## config.mk

```make
export PLATFORM = sky130hd
export DESIGN_NAME = pixel_stream_writer
export DESIGN_NICKNAME = d
export VERILOG_FILES = /design/src/rtl/pixel_stream_writer.sv
export SDC_FILE = /design/constraint.sdc
export NUM_CORES = 1
export LEC_CHECK = 0
export ABC_AREA = 1
export CAP_MARGIN = 20
export CORE_UTILIZATION = 40
export CTS_CLUSTER_SIZE = 24
export DETAILED_ROUTE_END_ITERATION = 7
export GPL_TIMING_DRIVEN = 0
export PLACE_DENSITY = 0.69
export SETUP_SLACK_MARGIN = 0.15
export SLEW_MARGIN = 5
export SYNTH_ARGS = -nofsm -noshare
export SYNTH_HDL_FRONTEND = slang
export SYNTH_SLANG_ARGS = --single-unit
export TNS_END_PERCENT = 10
```

## constraint.sdc

```tcl
create_clock -name iSysclk -period 7 [get_ports iSysclk]
set_input_delay 0.7 -clock iSysclk [delete_from_list [all_inputs] [get_ports iSysclk]]
set_output_delay 0.7 -clock iSysclk [all_outputs]
set_load 0.005 [all_outputs]
```

## src/rtl/pixel_stream_writer.sv

```systemverilog
`default_nettype none
// ============================================================================
// pixel_stream_writer : RGB raster stream to frame-buffer write port with
//   8->10 bit channel expansion, framing checks and resync on start-of-frame.
//   Optional self-test frame generator: PIXEL_WRITER_TESTPAT_EN.
// Revision 1.0
// ============================================================================
module pixel_stream_writer #(
    parameter int ROWS = 240,
    parameter int COLS = 32,
    parameter int IN_W = 8
) (
    input  logic            iSysclk,
    input  logic            iRstn,
    input  logic            iValid,
    output logic            oReady,
    input  logic            iSof,
    input  logic            iEol,
    input  logic [IN_W-1:0] iR,
    input  logic [IN_W-1:0] iG,
    input  logic [IN_W-1:0] iB,
    input  logic            iHold,
`ifdef PIXEL_WRITER_TESTPAT_EN
    input  logic            iTestPat,
`endif
    output logic            oWREN,
    output logic [12:0]     oAddress,
    output logic [29:0]     oImage,
    output logic            oFrameDone,
    output logic [7:0]      oErrCnt
);

    localparam int ROW_W = 8;
    localparam int COL_W = 5;
    localparam logic [ROW_W-1:0] LAST_ROW = ROW_W'(ROWS - 1);
    localparam logic [COL_W-1:0] LAST_COL = COL_W'(COLS - 1);

    typedef enum logic [1:0] {
        ST_WAIT_SOF  = 2'd0,
        ST_ACTIVE    = 2'd1,
        ST_DROP_LINE = 2'd2,
        ST_TESTPAT   = 2'd3
    } state_t;

    state_t           state_q, state_d;
    logic [ROW_W-1:0] row_q, row_d;
    logic [COL_W-1:0] col_q, col_d;
    logic             wren_q, wren_d;
    logic [12:0]      addr_q, addr_d;
    logic [29:0]      image_q, image_d;
    logic             done_q, done_d;
    logic [7:0]       err_q, err_d;

    logic [9:0]       w_r10, w_g10, w_b10;
    logic             w_fire;
    logic             w_write;
    logic             w_busy;
    logic [ROW_W-1:0] w_row;
    logic [COL_W-1:0] w_col;
    logic [1:0]       w_err_inc;
    logic [8:0]       w_err_sum;

    // MSB replication keeps full-scale input at full-scale output.
    generate
        if (IN_W == 10) begin : g_exp_pass
            assign w_r10 = iR;
            assign w_g10 = iG;
            assign w_b10 = iB;
        end else begin : g_exp_rep
            assign w_r10 = {iR, iR[IN_W-1 -: 10-IN_W]};
            assign w_g10 = {iG, iG[IN_W-1 -: 10-IN_W]};
            assign w_b10 = {iB, iB[IN_W-1 -: 10-IN_W]};
        end
    endgenerate

`ifdef PIXEL_WRITER_TESTPAT_EN
    assign w_busy = (state_q == ST_TESTPAT) || ((state_q == ST_WAIT_SOF) && iTestPat);
`else
    assign w_busy = 1'b0;
`endif

    assign oReady = !iHold && iRstn && !w_busy;
    assign w_fire = iValid && oReady;

    always_comb begin
        state_d   = state_q;
        row_d     = row_q;
        col_d     = col_q;
        wren_d    = 1'b0;
        addr_d    = addr_q;
        image_d   = image_q;
        done_d    = 1'b0;
        w_write   = 1'b0;
        w_row     = row_q;
        w_col     = col_q;
        w_err_inc = 2'd0;

        if (w_fire) begin
            // A start-of-frame always wins and restarts the raster at (0,0).
            if (iSof) begin
                w_write = 1'b1;
                w_row   = '0;
                w_col   = '0;
                if (state_q != ST_WAIT_SOF) begin
                    w_err_inc = w_err_inc + 2'd1;
                end
            end else if (state_q == ST_ACTIVE) begin
                w_write = 1'b1;
            end

            if (w_write) begin
                wren_d  = 1'b1;
                addr_d  = {w_row, w_col};
                image_d = {w_r10, w_g10, w_b10};
                row_d   = w_row;
                state_d = ST_ACTIVE;
                if (iEol) begin
                    if (w_col != LAST_COL) begin
                        w_err_inc = w_err_inc + 2'd1;
                    end
                    col_d = '0;
                    if (w_row == LAST_ROW) begin
                        done_d  = 1'b1;
                        row_d   = '0;
                        state_d = ST_WAIT_SOF;
                    end else begin
                        row_d = w_row + 1'b1;
                    end
                end else if (w_col == LAST_COL) begin
                    w_err_inc = w_err_inc + 2'd1;
                    col_d     = w_col;
                    state_d   = ST_DROP_LINE;
                end else begin
                    col_d = w_col + 1'b1;
                end
            end else if ((state_q == ST_DROP_LINE) && iEol) begin
                col_d = '0;
                if (row_q == LAST_ROW) begin
                    done_d  = 1'b1;
                    row_d   = '0;
                    state_d = ST_WAIT_SOF;
                end else begin
                    row_d   = row_q + 1'b1;
                    state_d = ST_ACTIVE;
                end
            end
        end

`ifdef PIXEL_WRITER_TESTPAT_EN
        // row/col are already (0,0) whenever WAIT_SOF is entered.
        if (((state_q == ST_WAIT_SOF) && iTestPat) || (state_q == ST_TESTPAT)) begin
            wren_d  = 1'b1;
            addr_d  = {row_q, col_q};
            image_d = {row_q, 2'b00, col_q, 5'b00000, 10'h000};
            state_d = ST_TESTPAT;
            if (col_q == LAST_COL) begin
                col_d = '0;
                if (row_q == LAST_ROW) begin
                    done_d  = 1'b1;
                    row_d   = '0;
                    state_d = ST_WAIT_SOF;
                end else begin
                    row_d = row_q + 1'b1;
                end
            end else begin
                col_d = col_q + 1'b1;
            end
        end
`endif
    end

    assign w_err_sum = {1'b0, err_q} + {7'b0, w_err_inc};
    assign err_d     = w_err_sum[8] ? 8'hFF : w_err_sum[7:0];

    always_ff @(posedge iSysclk or negedge iRstn) begin
        if (!iRstn) begin
            state_q <= ST_WAIT_SOF;
            row_q   <= '0;
            col_q   <= '0;
            wren_q  <= 1'b0;
            addr_q  <= '0;
            image_q <= '0;
            done_q  <= 1'b0;
            err_q   <= '0;
        end else begin
            state_q <= state_d;
            row_q   <= row_d;
            col_q   <= col_d;
            wren_q  <= wren_d;
            addr_q  <= addr_d;
            image_q <= image_d;
            done_q  <= done_d;
            err_q   <= err_d;
        end
    end

    assign oWREN      = wren_q;
    assign oAddress   = addr_q;
    assign oImage     = image_q;
    assign oFrameDone = done_q;
    assign oErrCnt    = err_q;

endmodule

`default_nettype wire
```

# After elaboration in Yosys (flattened, before gate mapping)
# Index checks and enable logic that the tools add are counted.
# op_classes
n_mux	39
add_sub_neg	5
eq_ne	6
n_reduce_logical	8
# op_table
cell	count
$mux 8	8
$mux 5	6
$mux 2	10
$add 8x1->8 const B	2
$eq 8x8->1 const B	2
$mux 1	15
$add 8x2->9	1
$add 5x1->5 const B	1
$eq 5x5->1 const B	1
$ne 5x5->1 const B	1
$reduce_and 2->1	2
$reduce_bool 2->1	2
$logic_and 1x1->1	3
$add 2x1->2 const B	1
$eq 2x1->1 const B	1
$eq 2x2->1 const B	1
$logic_not 1->1	1
# totals
output_inout_bits	54
word_cells	66
reg_bits	68
in_bits	30

# Longest topological paths before layout
# logic_depth
ltp_word	11
ltp_mapped	16
depth_no_buf	16

# Worst setup path after synthesis
# OpenSTA, ideal clock, no wires.
# synth_timing
kind	input-to-reg
startpoint	input iSof
endpoint	register err_q[7], in the netlist oErrCnt[7]
arrival_time_ps	2941
cell_stages	15
n_path_buf	1
path_slack_ps	3964
setup_ps	95
required_ps	6905
cell_sequence	buf_6 nor2_1 ha_1 nand4_1 ha_1 nor2_1 nor3_2 ha_1 inv_1 fa_1 nor2_1 nand3_1 nand2_1 o21ai_0 o31ai_1
# synth_between
elab_chain_cells	9
elab_cells_between_ends	16
classes_between	2 x add/sub; 2 x eq/ne; 12 x mux
# synth_rtl
element	line_no	text
start, declared	17	input logic iSof,
$mux 1 / $mux 5 (equally long branches)	100	if (iSof) begin
$mux 2 / $mux 5 (equally long branches)	98	if (w_fire) begin
$add 2x1->2, or another cell as far along	119, 130	
$mux 2 (on tied branches)	129, 118	
$mux 2	117	if (iEol) begin
$mux 2 (*)	111	if (w_write) begin
$mux 2 (*)	98	
$add 8x2->9 (*)	172	assign w_err_sum = {1'b0, err_q} + {7'b0, w_err_inc};
$mux 8 (*)	173	assign err_d = w_err_sum[8] ? 8'hFF : w_err_sum[7:0];
net err_d[7]	52	logic [7:0] err_q, err_d;
end signal, assigned	193	err_q <= err_d;
end, declared	52	
# The timed path passes the listed nets; every way through them passes the cells marked *. The select of a mux whose other input is x is not followed.
# A chain may end at the register's enable or synchronous reset.

# Worst setup path after layout
# layout_timing
startpoint	input iSof
endpoint	register err_q[4], in the netlist oErrCnt[4]
# The elaborated chain is that of the path after synthesis.

==> impl_metrics.ini <==
[placed_design]
place_congestion = 0.876
dp.final_hpwl_microns = 5310
io_buffers = 83
pre_cts_ws_ns = 2.96

[sta]
final.setup.tns_ns = 0
max_slew_margin_pct = 48.3
fin_ws_ns = 3.33
setup_viol = 0
fmax_mhz = 272
holdWs_ns = 0.421
rsz0062_at_grt = false
hold_violations = 0
timing.final.crit_share_pct = 52.5
worst_pin_slew_ns = 0.775
skew_ns = 0.00636
maxSlewViolCount = 0
min_period_ns = 3.67

[critical_path]
startpoint_type = primary input
r2r_cells = 13
cp-end-kind = flip-flop
rr_startpoint = col_q[0]
worstPathMaxFanout = 10
r2r_slack_ns = 4.02
crit_arrival_ns = 3.95
cp.required_ns = 7.27
critical_path_class = in2reg
regToRegEndpoint = oErrCnt[4]

[global_routing]
first_global_vias = 2791
antenna_found_initial = 0
grt_use_total_pct = 19.1
grt_max_degree = 64
grt_pass1_wl_microns = 12600
overflow = 0

[final_layout]
diodes = 0
final_util_pct = 57.6
layout.nets = 523
drive_above_1_share_pct = 8.59
fill_cells = 666
syn_to_final_growth_pct = 36.5

[status]
status = completed

[clocking]
clock-sinks = 62
htree_levels = 3
clock_latency_ns = 0.34
cts-hold-fix-buffers = 0
cts-resized-gates = 0
path_clk_slew_ns = 0.07
cts_tree = built
post-cts-setup-buffers = 0
cts_buffer_depth = 2
cts_buffers = 9
cts_root_buffer = clkbuf_8

[floorplan]
fp.coreArea_sq_um = 7410
die_h_microns = 90.4
ioPinCount = 84
fp.dieW_microns = 90.4
rows = 31
start_util_pct = 42.2
dieArea_sq_um = 8170

[yosys]
synth_fp_nets = 429
yosys.cell_types.count = 32
async_reset_ff_share_pct = 100
yosysWarnings = 0
netlist_area_sq_um = 3130
netlist_top_cells_count = nand2_1 (145), dfrtp_1 (62), nor2_1 (35)
syn_inst = 391
ys_seq_area_share_pct = 49.6
ys.flop_type = dfrtp_1
synth_edf_count = 0
synth_seq_cells = 62
syn_area_per_cell_sq_um = 8.00
synth_largest_area_cell = dfrtp_1
yosysTopAreaCellShare_pct = 49.6
yosysMostFrequentCell = nand2_1
synth_area_leaders = dfrtp_1 (50%), nand2_1 (17%), nor2_1 (4.2%)

[power_and_ir_drop]
ir_drop_mv = 0.0986
p_leak_uw = 0.00207
power.density_nw_per_um2 = 280
finalPower_uw = 1190

[worst_hold_path]
hold_path_class = in2async

[flow_run]
maxCapViolCount = 0

[route]
wl_microns = 7340
dr.pass1.iters = 4
ant_nets = 0
drcViolationCount = 0
viasPerCell = 4.82
wl_per_cell_microns = 12.5
num_vias = 2833
drt_iter0_markers = 109
-- stage by stage --
| step | std cells | area [sq um] |
|---|---|---|
| after floorplan | 391 | 3130 |
| after global placement | 573 | 4080 |
| after detailed placement | 573 | 4080 |
| after CTS | 588 | 4270 |
| after global routing | 588 | 4270 |
| final | 588 | 4270 |
-- worst max-delay path, stage by stage --
cell and delay, ns:
clkdlybuf4s50_1 0.51, buf_6 0.19, nor2_1 0.22, ha_1 0.26
nand4_1 0.19, ha_1 0.32, nor2_1 0.05, nor3_2 0.21
ha_1 0.19, inv_1 0.05, fa_1 0.39, nor2_1 0.23
nand4_1 0.27, nand2_1 0.15
-- flip-flops by register name, indices dropped and copies added (netlist names) --
register,count
oAddress,13
oFrameDone,1
oImage,24
col_q,5
oErrCnt,8
oWREN,1
state_q,2
row_q,8
-- placed cells by master, fill, tap and decap left out --
| cell type | n |
|---|---|
| clkinvlp_4 | 1 |
| o21ai_1 | 1 |
| o21bai_1 | 1 |
| xor2_1 | 5 |
| clkinv_2 | 2 |
| clkbuf_1 | 2 |
| inv_2 | 3 |
| buf_6 | 3 |
| fa_1 | 1 |
| nor2_2 | 3 |
| or2_1 | 1 |
| a21oi_1 | 13 |
| xnor2_1 | 3 |
| bufinv_16 | 1 |
| nor2_1 | 35 |
| ha_1 | 7 |
| buf_4 | 9 |
| nor3_2 | 1 |
| nor3_1 | 1 |
| inv_1 | 31 |
| o31ai_1 | 1 |
| nand3b_1 | 1 |
| a31oi_1 | 1 |
| nand4_1 | 6 |
| buf_2 | 5 |
| a21oi_4 | 1 |
| clkbuf_8 | 10 |
| o211ai_1 | 3 |
| nor2_4 | 1 |
| nand2_2 | 1 |
| dfrtp_1 | 62 |
| a22oi_1 | 2 |
| o21ai_0 | 21 |
| nand3_1 | 22 |
| a21oi_2 | 1 |
| nand2_1 | 145 |
| clkdlybuf4s50_1 | 82 |
-- how the worst max path moves through the flow --
stage	start	end	slack, ns	cells past startpoint
finish	iSof	oErrCnt[4]	3.33	14
global route	iSof	oErrCnt[4]	3.00	14
global placement	iRstn	oErrCnt[3]	1.07	15
CTS	iSof	oErrCnt[4]	3.31	14
detailed placement	iSof	oErrCnt[4]	2.96	14
floorplan	iSof	oErrCnt[7]	3.96	15
-- area by class of cell --
cell class | count | area (sq um) | area share [%]
tap | 99 | 124 | 2.90
timing repair buffer | 83 | 828 | 19.4
buffer | 17 | 123 | 2.87
clock buffer | 11 | 141 | 3.31
inverter | 34 | 128 | 2.99
multi-input combinational | 278 | 1330 | 31.0
sequential | 62 | 1550 | 36.4
clock inverter | 4 | 47.5 | 1.11
-- metal layers --
metal | vias up | share of wire [%] | GRT usage (%) | wire [microns]
met4 | 0 | 1.5 | 10.2 | 110
li1 | 1421 | - | - | -
met5 | - | 0 | 0 | 0
met3 | 10 | 4.5 | 2.95 | 331
met2 | 70 | 48 | 31.3 | 3540
met1 | 1332 | 46 | 24.3 | 3350
-- logic make-up (layout without fill, tap and decap cells) --
group           Yosys count  in the layout  share of synthesized area [%]
flops                    62             62                           49.6
xor+xnor                  8              8                           2.24
fa+ha+maj                 8              8                           3.44
compound gates           45             45                           8.28
simple gates            217            217                           28.4
buf+inv                  51            149                           8.00
-- power by group --
| group | internal [uW] | switching (uW) |
|---|---|---|
| logic | 215 | 168 |
| registers | 441 | 64.3 |
| clock network | 171 | 134 |
| total | 827 | 366 |
No activity file was read; power rests on OpenSTA's default activity.
